**src/rtl/ch_mux_seq_pkg.sv**
```systemverilog
// Package: ch_mux_seq_pkg
// Shared definitions for the channel sequencer slice.
//   state_t      - sequencer FSM states (IDLE / SEND)
//   DEF_*        - default WIDTH / NCH / SEL_W
//   slice_lo()   - low bit of channel k inside the packed din bus
package ch_mux_seq_pkg;

    typedef enum logic {
        ST_IDLE,
        ST_SEND
    } state_t;

    localparam int unsigned DEF_WIDTH = 16;
    localparam int unsigned DEF_NCH   = 8;
    localparam int unsigned DEF_SEL_W = 3;

    function automatic int unsigned slice_lo(input int unsigned k, input int unsigned w);
        return k * w;
    endfunction

endpackage

```
**src/rtl/ch_mux_seq_bank.sv**
```systemverilog
// Module: ch_mux_bank
// NCH x WIDTH snapshot register bank with a load enable and an indexed read.
//   clock    in   system clock
//   reset    in   synchronous active-high reset, clears every snapshot
//   load     in   capture all NCH channels of din this edge
//   din      in   NCH*WIDTH packed channels
//   rd_idx   in   SEL_W+1 bit read index
//   rd_data  out  snapshot at rd_idx, 0 for rd_idx >= NCH
module ch_mux_bank
    import ch_mux_seq_pkg::*;
#(
    parameter int unsigned WIDTH = DEF_WIDTH,
    parameter int unsigned NCH   = DEF_NCH,
    parameter int unsigned SEL_W = DEF_SEL_W
) (
    input  logic                   clock,
    input  logic                   reset,
    input  logic                   load,
    input  logic [NCH*WIDTH-1:0]   din,
    input  logic [SEL_W:0]         rd_idx,
    output logic [WIDTH-1:0]       rd_data
);

    logic [WIDTH-1:0] snap [NCH];

    always_ff @(posedge clock) begin
        if (reset) begin
            for (int unsigned k = 0; k < NCH; k++) begin
                snap[k] <= '0;
            end
        end else if (load) begin
            for (int unsigned k = 0; k < NCH; k++) begin
                snap[k] <= din[slice_lo(k, WIDTH) +: WIDTH];
            end
        end
    end

    always_comb begin
        rd_data = '0;
        for (int unsigned k = 0; k < NCH; k++) begin
            if (rd_idx == (SEL_W+1)'(k)) begin
                rd_data = snap[k];
            end
        end
    end

endmodule

```
**src/rtl/ch_mux_seq.sv**
```systemverilog
// Module: ch_mux_seq
// Snapshots NCH channels on a sample strobe and serialises the first nchan of
// them one per clock with a channel tag; a static mode keeps the legacy
// registered select mux.
//   clock, reset          clock and synchronous active-high reset
//   din                   NCH*WIDTH channels, channel k at din[k*WIDTH +: WIDTH]
//   strobe_in             one-cycle sample strobe
//   nchan                 active channel count, 0 or >NCH means NCH
//   mode_static, sel      1 = registered mux on sel, 0 = sequencer
//   clear_overrun         clears the sticky overrun flag
//   dout, dout_valid, dout_ch, dout_first, dout_last   registered output sample
//   busy                  burst in progress
//   overrun               sticky: strobe dropped during a burst
module ch_mux_seq
    import ch_mux_seq_pkg::*;
#(
    parameter int unsigned WIDTH = DEF_WIDTH,
    parameter int unsigned NCH   = DEF_NCH,
    parameter int unsigned SEL_W = DEF_SEL_W
) (
    input  logic                   clock,
    input  logic                   reset,
    input  logic [NCH*WIDTH-1:0]   din,
    input  logic                   strobe_in,
    input  logic [SEL_W:0]         nchan,
    input  logic                   mode_static,
    input  logic [SEL_W-1:0]       sel,
    input  logic                   clear_overrun,
    output logic [WIDTH-1:0]       dout,
    output logic                   dout_valid,
    output logic [SEL_W-1:0]       dout_ch,
    output logic                   dout_first,
    output logic                   dout_last,
    output logic                   busy,
    output logic                   overrun
);

    localparam logic [SEL_W:0] NCH_C = (SEL_W+1)'(NCH);
    localparam logic [SEL_W:0] ONE   = (SEL_W+1)'(1);

    state_t           state, state_nxt;
    logic [SEL_W:0]   idx, idx_nxt;
    logic [SEL_W:0]   n_lat, n_lat_nxt;
    logic [SEL_W:0]   n_eff;
    logic             load, start, emit, stat, ovr_set;
    logic [WIDTH-1:0] rd_data, static_data;

    logic [WIDTH-1:0] dout_n;
    logic             valid_n, first_n, last_n, busy_n;
    logic [SEL_W-1:0] ch_n;

    ch_mux_bank #(
        .WIDTH (WIDTH),
        .NCH   (NCH),
        .SEL_W (SEL_W)
    ) u_bank (
        .clock   (clock),
        .reset   (reset),
        .load    (load),
        .din     (din),
        .rd_idx  (idx),
        .rd_data (rd_data)
    );

    always_comb begin
        if (nchan == '0 || nchan > NCH_C) begin
            n_eff = NCH_C;
        end else begin
            n_eff = nchan;
        end
    end

    always_comb begin
        static_data = '0;
        for (int unsigned k = 0; k < NCH; k++) begin
            if (sel == SEL_W'(k)) begin
                static_data = din[slice_lo(k, WIDTH) +: WIDTH];
            end
        end
    end

    // Channel 0 is registered straight from din on the accepting edge (the bank
    // loads on the same edge), which gives the one-cycle strobe-to-ch0 latency;
    // later channels come from the bank, so din changes cannot reach them.
    always_comb begin
        start     = 1'b0;
        emit      = 1'b0;
        stat      = 1'b0;
        ovr_set   = 1'b0;
        load      = 1'b0;
        idx_nxt   = idx;
        n_lat_nxt = n_lat;
        dout_n    = '0;
        valid_n   = 1'b0;
        ch_n      = '0;
        first_n   = 1'b0;
        last_n    = 1'b0;
        busy_n    = 1'b0;

        case (state)
            ST_IDLE: begin
                stat  = mode_static;
                start = !mode_static && strobe_in;
            end
            ST_SEND: begin
                if (!dout_last) begin
                    emit    = 1'b1;
                    ovr_set = strobe_in;
                end else begin
                    start = !mode_static && strobe_in;
                    stat  = mode_static;
                end
            end
            default: ;
        endcase

        if (start) begin
            load      = 1'b1;
            n_lat_nxt = n_eff;
            idx_nxt   = ONE;
            dout_n    = din[WIDTH-1:0];
            valid_n   = 1'b1;
            first_n   = 1'b1;
            last_n    = (n_eff == ONE);
            busy_n    = 1'b1;
        end else if (emit) begin
            idx_nxt   = idx + 1'b1;
            dout_n    = rd_data;
            ch_n      = idx[SEL_W-1:0];
            valid_n   = 1'b1;
            last_n    = (idx == n_lat - 1'b1);
            busy_n    = 1'b1;
        end else if (stat) begin
            dout_n    = static_data;
            ch_n      = sel;
            valid_n   = strobe_in;
            first_n   = strobe_in;
            last_n    = strobe_in;
        end

        state_nxt = (start || emit) ? ST_SEND : ST_IDLE;
    end

    always_ff @(posedge clock) begin
        if (reset) begin
            state      <= ST_IDLE;
            idx        <= '0;
            n_lat      <= '0;
            dout       <= '0;
            dout_valid <= 1'b0;
            dout_ch    <= '0;
            dout_first <= 1'b0;
            dout_last  <= 1'b0;
            busy       <= 1'b0;
            overrun    <= 1'b0;
        end else begin
            state      <= state_nxt;
            idx        <= idx_nxt;
            n_lat      <= n_lat_nxt;
            dout       <= dout_n;
            dout_valid <= valid_n;
            dout_ch    <= ch_n;
            dout_first <= first_n;
            dout_last  <= last_n;
            busy       <= busy_n;
            if (ovr_set) begin
                overrun <= 1'b1;
            end else if (clear_overrun) begin
                overrun <= 1'b0;
            end
        end
    end

endmodule

```
**config.mk**
```make
export PLATFORM = sky130hd
export DESIGN_NAME = ch_mux_seq
export DESIGN_NICKNAME = d
export VERILOG_FILES = /design/src/rtl/ch_mux_seq_pkg.sv /design/src/rtl/ch_mux_seq_bank.sv /design/src/rtl/ch_mux_seq.sv
export SDC_FILE = /design/constraint.sdc
export NUM_CORES = 1
export LEC_CHECK = 0
export ABC_AREA = 1
export CAP_MARGIN = 20
export CORE_MARGIN = 5
export CORE_UTILIZATION = 45
export CTS_BUF_LIST = sky130_fd_sc_hd__clkbuf_8
export DETAILED_ROUTE_END_ITERATION = 8
export PLACE_DENSITY = 0.71
export SYNTH_ARGS = -nofsm -noshare
export SYNTH_HDL_FRONTEND = slang
export SYNTH_HIERARCHICAL = 1
export SYNTH_SLANG_ARGS = --single-unit
export TNS_END_PERCENT = 1
```
**constraint.sdc**
```tcl
create_clock -name clock -period 6.2 [get_ports clock]
set_input_delay 1.24 -clock clock [delete_from_list [all_inputs] [get_ports clock]]
set_output_delay 1.24 -clock clock [all_outputs]
set_load 0.02 [all_outputs]
```
==> metrics.md, run 1 <==
| Metric | Value |
|---|---|
| Outcome | `completed` |
| Sequential-to-total area share from yosys stat | `0.518` |
| Area growth from synthesis to layout | `24.6%` |
| Worst-path cell chain | `clkdlybuf4s50_1 > or2_4 > buf_4` |
| Peak fanout along the critical path | `70` |
| CTS Hold Bufs | `0` |
| Detailed-route wire length | `25.8 mm` |
| Leak | `0.00482 uW` |
| # diodes | `0` |
| Grt ovf | `0` |
| Final setup viols | `0` |
| Number of synthesized flops with an enable pin | `128` |
| Fmax | `0.286 GHz` |
| Area of the die | `22100 um2` |
| Pwr per Cell Area | `229 nW/um2` |
| DP Area | `10400 um2` |
| Number of port buffers | `163` |
| Initial DRT Pass Iterations | `7` |
| HPWL Detailed | `18.4 mm` |
| Synth Flop Type | `edfxtp_1` |
| Layout cell share with drive strength beyond 1 | `0.0609` |
| CP peak stage delay | `920 ps` |
| Routability congestion estimate from global placement | `0.903` |
| Syn Area/Cell | `7.91 um2` |
| Final min period | `3500 ps` |
| Post-CTS Setup Inserts | `0` |
| Largest buffer count on any clock path | `2` |
| Drc violations | `0` |
| Slew margin rel. | `0.326` |
| Worst-path clk slew | `80 ps` |
| Layout Nets | `1377` |
| Syn Nets | `1236` |
| Commonest non-fill, non-tap cell in the layout | `nor2_1` |
| Via count | `7654` |
| Worst Setup SP | `reset` |
| Yosys Warn Count | `6` |
| Die W | `149 um` |
| CTS buffer count | `17` |
| DR WL/cell | `17.1 um` |
| Syn Std Cell Area | `8650 um2` |
| HP Start | `overrun$_SDFFE_PP0P_` |
| Max-slew violation count | `0` |
| Yosys top cell area share | `0.444` |
| Required time of the critical path | `6330 ps` |
| Asr flop ratio synth | `0` |
| Commonest cells after routing, fill and taps aside | `nor2_1, nand2_1, inv_1` |
| Max_cap viols | `0` |
| Worst-Skew Late Latency | `480 ps` |
| Starting Density | `0.460` |
| GRT Util Overall | `0.232` |
| Sum Neg Setup Slack | `0 ps` |
| RSZ-0062 raised after global routing | `false` |
| Crit. End Element | `flip-flop` |
| CP Class | `input port to flip-flop` |
| CTS tree | `yes` |
| Synthesized instance count | `1094` |
| Violation count after the first detailed-routing iteration | `718` |
| Number of synthesized register bits | `160` |
| Worst Clk Skew | `16.9 ps` |
| CP max-delay cell | `clkdlybuf4s50_1` |
| Worst vdd ir | `0.147 mV` |
| Final period util | `0.564` |
| Fin area | `10800 um2` |
| Pin count of the biggest net entering global routing | `71` |
| H-tree lvl count | `4` |
| Crit path launch type | `input port` |
| # IOs | `164` |
| Post-CTS sizing | `0` |
| Endpoints failing hold | `0` |
| Worst min-delay path category | `flip-flop to flip-flop` |
| Slew at the pin closest to its max-slew limit | `1010 ps` |
| Chip height | `149 um` |
| Root buf cell | `clkbuf_8` |
| Vias in the first global route | `7446` |
| Vias per inst | `5.08` |
| Arrival @ worst endpoint | `3620 ps` |
| Leading area contributor after synthesis | `edfxtp_1` |
| TritonCTS Sinks | `160` |
| Distinct cells, synth | `35` |
| Remaining antenna violation count | `0` |
| Initial antenna violation count | `0` |
| Core box area | `18800 um2` |
| Global-route wire length before repair | `39.0 mm` |
| Area contributors post-synth | `edfxtp_1, nor2_1, nand2_1` |
| FP Rows | `50` |
| RR Startpoint | `busy$_SDFF_PP0_` |
## synth_stat cells, types with 7 or more instances
cell,n
a21oi_1,40
buf_2,16
buf_4,8
buf_6,7
clkbuf_1,14
dfxtp_1,32
edfxtp_1,128
inv_1,189
inv_2,10
nand2_1,212
nand3_1,85
nand4_1,39
nor2_1,237
nor2_4,7
o21ai_0,20
## cell families after synthesis
group           Yosys count  share of synthesized area
simple gates            604                      0.306
buf+inv                 250                      0.122
flops                   160                      0.518
compound gates           70                     0.0429
xor+xnor                  8                    0.00810
fa+ha+maj                 2                    0.00289
## flip-flops by register name, indices dropped and copies added (netlist names)
signal / flops
dout_ch: 3
n_lat: 4
dout: 16
dout_first: 1
dout_valid: 1
overrun: 1
dout_last: 1
idx: 4
busy: 1
u_bank/snap: 128
## path summary, 6_finish.rpt
| path | to | slack [ps] | cells past startpoint |
|---|---|---|---|
| max reg2reg | u_bank/snap[0][24]$_SDFFCE_PN0P_ | 3330 | 8 |
| min reg2reg | overrun$_SDFFE_PP0P_ | 480 | 2 |
| min | overrun$_SDFFE_PP0P_ | 480 | 2 |
| max | u_bank/snap[0][74]$_SDFFCE_PN0P_ | 2700 | 3 |
## report_power, final
group,total (uW),switching [uW],internal (uW)
Combinational,406,238,168
Sequential,1260,26.6,1240
Clock,799,387,412
Total,2470,651,1820
## routing by layer
metal / up-vias / wire length, um / GRT usage / part of all wire
met3: 58 / 1880 / 0.0427 / 0.073
met5: - / 0 / 0 / 0
met1: 3554 / 10100 / 0.282 / 0.39
li1: 3712 / - / - / -
met4: 0 / 796 / 0.0952 / 0.031
met2: 330 / 13000 / 0.407 / 0.51
## area by class of cell
class | count | area [um2]
clock inverters | 13 | 146
inverters | 204 | 777
well taps | 260 | 325
repair buffers | 168 | 1670
clock buffers | 19 | 262
fillers | 1756 | 8050
flip-flops and latches | 160 | 4480
multi-input cells | 684 | 3120
## worst max-delay path: cells and delay by family
kind | cells | cell delay (ps)
AND/OR/NAND/NOR | 1 | 910
buffers and inverters | 2 | 1430
## stage by stage
stage | power (uW) | hold WS, ps | utilization | cells | worst slack, ps
6_report | 2470 | 480 | 0.573 | 1508 | 2700
5_1_grt | 2560 | 496 | 0.573 | 1508 | 2570
2_1_floorplan | 1490 | 475 | - | 1094 | 2700
4_1_cts | 2470 | 480 | 0.573 | 1508 | 2720
3_3_place_gp | 1690 | 460 | 0.551 | 1476 | 2270
3_5_place_dp | 1690 | 468 | 0.551 | 1476 | 2240
No activity file was read; power rests on OpenSTA's default activity.
==> inputs of run 2 (changes only) <==
Settings changed: PLACE_DENSITY 0.71 to 0.73.
Clock period 6.2 ns to 3.1 ns, I/O delays scaled along.
==> run 2 against run 1 <==
Hold slack lost 14 ps. Clock-buffer cell count is the same. Setup slack lost 2000 ps. Clock power grew 110%. Register-to-register slack lost 2600 ps. Combinational power grew 110%. Routed wire length grew 4.6%. Critical path depth grew 7. Sequential power grew 100%. Via count grew 3.4%. Design area grew 1.6%. Largest cell class unchanged. Largest power group unchanged.
==> metrics.md, run 2 (synthesized netlist as in run 1, its figures left out) <==
| Metric | Value |
|---|---|
| CP peak stage delay | `710 ps` |
| Vias per inst | `5.21` |
| CTS buffer count | `17` |
| Crit. End Element | `flip-flop` |
| Max_cap viols | `0` |
| Outcome | `completed` |
| Area of the die | `22100 um2` |
| Largest buffer count on any clock path | `2` |
| Root buf cell | `clkbuf_8` |
| Peak fanout along the critical path | `16` |
| Worst min-delay path category | `flip-flop to flip-flop` |
| Worst vdd ir | `0.304 mV` |
| GRT Util Overall | `0.239` |
| Global-route wire length before repair | `40.1 mm` |
| Die W | `149 um` |
| Layout Nets | `1388` |
| Max-slew violation count | `0` |
| Dpl ws | `401 ps` |
| Detailed-route wire length | `27.0 mm` |
| Layout cell share with drive strength beyond 1 | `0.0691` |
| Delay-heaviest family, CP | `simple AND/OR/NAND/NOR gates` |
| Slew margin rel. | `0.411` |
| Area growth from synthesis to layout | `26.6%` |
| Final setup viols | `0` |
| CTS tree | `yes` |
| CTS Hold Bufs | `0` |
| Required time of the critical path | `3490 ps` |
| H-tree lvl count | `4` |
| Worst-Skew Late Latency | `470 ps` |
| Post-CTS sizing | `0` |
| DR WL/cell | `17.8 um` |
| Slew at the pin closest to its max-slew limit | `881 ps` |
| Leak | `0.00493 uW` |
| Pin count of the biggest net entering global routing | `46` |
| Sum of buffers and inverters on the critical path | `3` |
| # IOs | `164` |
| Worst-path cell chain | `inv_2 > nor2_4 > nand2_1 > clkinv_2 > nand2_1 > nand4_1 > nand2_1 > nand2_1 > inv_1 > a21oi_1` |
| Final period util | `0.768` |
| Most used cell, CP | `nand2_1` |
| CP max-delay cell | `dfxtp_1` |
| HPWL Detailed | `19.9 mm` |
| Largest registers | `u_bank/snap: 128 flops, dout: 16 flops` |
| Commonest cells after routing, fill and taps aside | `nor2_1, nand2_1, inv_1` |
| Worst Clk Skew | `15.3 ps` |
| Non-Filler Instances | `1520` |
| Violation count after the first detailed-routing iteration | `805` |
| Pwr per Cell Area | `462 nW/um2` |
| FP Rows | `50` |
| Max reg flops | `128` |
| Via count | `7918` |
| Grt ovf | `0` |
| Chip height | `149 um` |
| CP Class | `flip-flop to flip-flop` |
| Core box area | `18800 um2` |
| Commonest non-fill, non-tap cell in the layout | `nor2_1` |
| Worst-path clk slew | `90 ps` |
| Fmax | `0.420 GHz` |
| TritonCTS Sinks | `160` |
| Biggest register | `u_bank/snap` |
| Vias in the first global route | `7766` |
| Drc violations | `0` |
| Final min period | `2380 ps` |
| Routability congestion estimate from global placement | `0.939` |
| PnR worst setup slack | `718 ps` |
| Fillers | `1712` |
| Placed cell count | `1487` |
| Post-CTS Setup Inserts | `0` |
| Multi-input logic area | `3120 um2` |
| Sequential Area | `4480 um2` |
| Sum Neg Setup Slack | `0 ps` |
| RSZ-0062 raised after global routing | `false` |
| Number of port buffers | `163` |
| Arrival @ worst endpoint | `2770 ps` |
| Endpoints failing hold | `0` |
| Initial DRT Pass Iterations | `5` |
| Remaining antenna violation count | `0` |
| Initial antenna violation count | `1` |
| Starting Density | `0.460` |
| Crit path launch type | `flip-flop` |
-- run 2: worst min-delay path: stages (launching register included) --
cell     delay [ps]
dfxtp_1         320
nand2_1          60
a21oi_1          50
-- run 2: cell type report --
class	count	share of cell area
diodes	1	0.000228
multi-input cells	684	0.285
clock inverters	13	0.0153
inverters	204	0.0709
repair buffers	179	0.166
clock buffers	19	0.0239
well taps	260	0.0297
flip-flops and latches	160	0.409
-- run 2: metal layers --
layer	share of wire	track usage	wire [um]
met1	0.37	0.283	9980
met2	0.50	0.424	13500
met3	0.090	0.0475	2430
met4	0.039	0.102	1050
met5	0	0	0
-- run 2: worst paths after layout --
check	slack [ps]	endpoint	from	cells past startpoint
setup reg to reg	720	dout[10]$_SDFF_PP0_	idx[1]$_SDFFE_PP0P_	10
hold / removal	470	overrun$_SDFFE_PP0P_	overrun$_SDFFE_PP0P_	2
hold reg to reg	470	overrun$_SDFFE_PP0P_	overrun$_SDFFE_PP0P_	2
setup / recovery	720	dout[10]$_SDFF_PP0_	idx[1]$_SDFFE_PP0P_	10
-- run 2: stage by stage --
step	utilization	cell area, um2	power, uW	hold WS, ps
floorplan	-	8650	2980	475
global placement	0.559	10500	3400	461
detailed placement	0.559	10500	3410	457
CTS	0.582	11000	5070	470
global route	0.582	11000	5250	496
finish	0.582	11000	5060	466
-- run 2: power breakdown --
group	switching, uW	total, uW	internal (uW)
clock	777	1690	909
sequential	52.0	2530	2470
combinational	493	847	354
==> inputs of run 3 (changes only) <==
Settings changed: PLACE_DENSITY 0.73 to 0.71.
Clock period 3.1 ns to 2.2 ns, I/O delays scaled along.
==> run 3 against run 2 <==
Global-route usage down 0.15 points. Die area unchanged. Critical path depth unchanged. Utilization up 1.1 points. Combinational power up 46%. Maximum frequency up 17%. Design area up 1.9%. Highest routed layer unchanged. Sequential cell count unchanged. Power up 36%.
==> metrics.md, run 3 (synthesized netlist as in run 1, its figures left out) <==
| Metric | Value |
|---|---|
| Non-Filler Instances | `1547` |
| Number of port buffers | `163` |
| Violation count after the first detailed-routing iteration | `783` |
| Final period util | `0.928` |
| Final min period | `2040 ps` |
| Multi-input logic area | `3120 um2` |
| Endpoints failing hold | `0` |
| Grt ovf | `0` |
| Area of the die | `22100 um2` |
| Chip height | `149 um` |
| Post-CTS Setup Inserts | `0` |
| Final setup viols | `0` |
| Largest registers | `u_bank/snap: 128 flops, dout: 16 flops` |
| Vias per inst | `5.09` |
| # IOs | `164` |
| Root buf cell | `clkbuf_8` |
| Worst-Skew Late Latency | `460 ps` |
| Max reg flops | `128` |
| HPWL Detailed | `19.7 mm` |
| Core box area | `18800 um2` |
| Routability congestion estimate from global placement | `0.850` |
| Vias in the first global route | `7735` |
| Starting Density | `0.460` |
| Via count | `7877` |
| Placed cell count | `1514` |
| Fillers | `1704` |
| Peak fanout along the critical path | `8` |
| Leak | `0.00506 uW` |
| Global-route wire length before repair | `40.0 mm` |
| Layout cell share with drive strength beyond 1 | `0.0878` |
| # diodes | `0` |
| Worst-path cell chain | `inv_2 > nor2_4 > nand2_1 > or2_1 > nand2_1 > nand3_1 > nand2_1 > nand2_1 > a21oi_1 > nor2_1` |
| DR WL/cell | `17.2 um` |
| Max_cap viols | `0` |
| Required time of the critical path | `2550 ps` |
| Detailed-route wire length | `26.6 mm` |
| Sum of buffers and inverters on the critical path | `1` |
| GRT Util Overall | `0.238` |
| Remaining antenna violation count | `0` |
| Arrival @ worst endpoint | `2390 ps` |
| CP max-delay cell | `dfxtp_1` |
| Slew at the pin closest to its max-slew limit | `507 ps` |
| CP Class | `flip-flop to flip-flop` |
| Sequential Area | `4490 um2` |
| Biggest register | `u_bank/snap` |
| Max-slew violation count | `0` |
| Initial antenna violation count | `0` |
| CTS buffer count | `17` |
| Fmax | `0.490 GHz` |
| H-tree lvl count | `4` |
| RSZ-0062 raised after global routing | `false` |
| Outcome | `completed` |
| Initial DRT Pass Iterations | `6` |
| Core Util, Final | `0.593` |
| Layout Nets | `1416` |
| Worst-path clk slew | `80 ps` |
| TritonCTS Sinks | `160` |
| CTS Hold Bufs | `0` |
| Tot Pwr | `6880 uW` |
| CTS tree | `yes` |
| Delay-heaviest family, CP | `simple AND/OR/NAND/NOR gates` |
| Area growth from synthesis to layout | `29.0%` |
| Worst Clk Skew | `10.6 ps` |
| Pin count of the biggest net entering global routing | `52` |
| Most used cell, CP | `nand2_1` |
| Crit. End Element | `flip-flop` |
| Die W | `149 um` |
| Crit path launch type | `flip-flop` |
| Worst min-delay path category | `flip-flop to flip-flop` |
| Worst vdd ir | `0.403 mV` |
| Drc violations | `0` |
| Slew margin rel. | `0.662` |
| Post-CTS sizing | `0` |
| R2R setup slack | `160 ps` |
| CP peak stage delay | `590 ps` |
| Commonest cells after routing, fill and taps aside | `nor2_1, nand2_1, inv_1` |
| FP Rows | `50` |
| Commonest non-fill, non-tap cell in the layout | `nor2_1` |
| Pwr per Cell Area | `616 nW/um2` |
| Largest buffer count on any clock path | `2` |
## run 3: where the power goes
| group | internal [uW] | switching [uW] | total [uW] |
|---|---|---|---|
| registers | 3490 | 67.7 | 3550 |
| clock network | 1030 | 1050 | 2080 |
| logic | 537 | 704 | 1240 |
| total | 5060 | 1820 | 6880 |
## run 3: final cells by class
type / count / area share
Multi-Input combinational cell: 684 / 0.280
Clock buffer: 19 / 0.0234
Sequential cell: 160 / 0.402
Timing Repair Buffer: 207 / 0.187
Inverter: 204 / 0.0696
Tap cell: 260 / 0.0291
Clock inverter: 13 / 0.00964
## run 3: routing by layer
| layer | global-route usage | part of all wire | wire [um] | vias up |
|---|---|---|---|---|
| li1 | - | - | - | 3794 |
| met3 | 0.0411 | 0.084 | 2240 | 49 |
| met5 | 0 | 0 | 0 | - |
| met2 | 0.424 | 0.51 | 13400 | 400 |
| met1 | 0.288 | 0.38 | 10200 | 3634 |
| met4 | 0.0878 | 0.028 | 756 | 0 |
## run 3: worst paths after layout
| kind | from | cells past startpoint | endpoint |
|---|---|---|---|
| min | overrun$_SDFFE_PP0P_ | 2 | overrun$_SDFFE_PP0P_ |
| max reg2reg | idx[2]$_SDFFE_PP0P_ | 10 | dout[13]$_SDFF_PP0_ |
| min reg2reg | overrun$_SDFFE_PP0P_ | 2 | overrun$_SDFFE_PP0P_ |
| max | idx[2]$_SDFFE_PP0P_ | 10 | dout[13]$_SDFF_PP0_ |
## run 3: stage by stage
stage / worst slack (ps) / hold slack [ps] / instance area (um2) / TNS (ps)
floorplan: 4.91 / 475 / 8660 / 0
global placement: 37.5 / 460 / 10800 / 0
detailed placement: -23.5 / 460 / 10800 / -45.8
CTS: 23.5 / 471 / 11200 / 0
global route: 46.0 / 510 / 11200 / 0
finish: 157 / 464 / 11200 / 0
## run 3: worst min-delay path: stages (launching register included)
cell and delay (ps):
dfxtp_1 310, nand2_1 60, a21oi_1 50
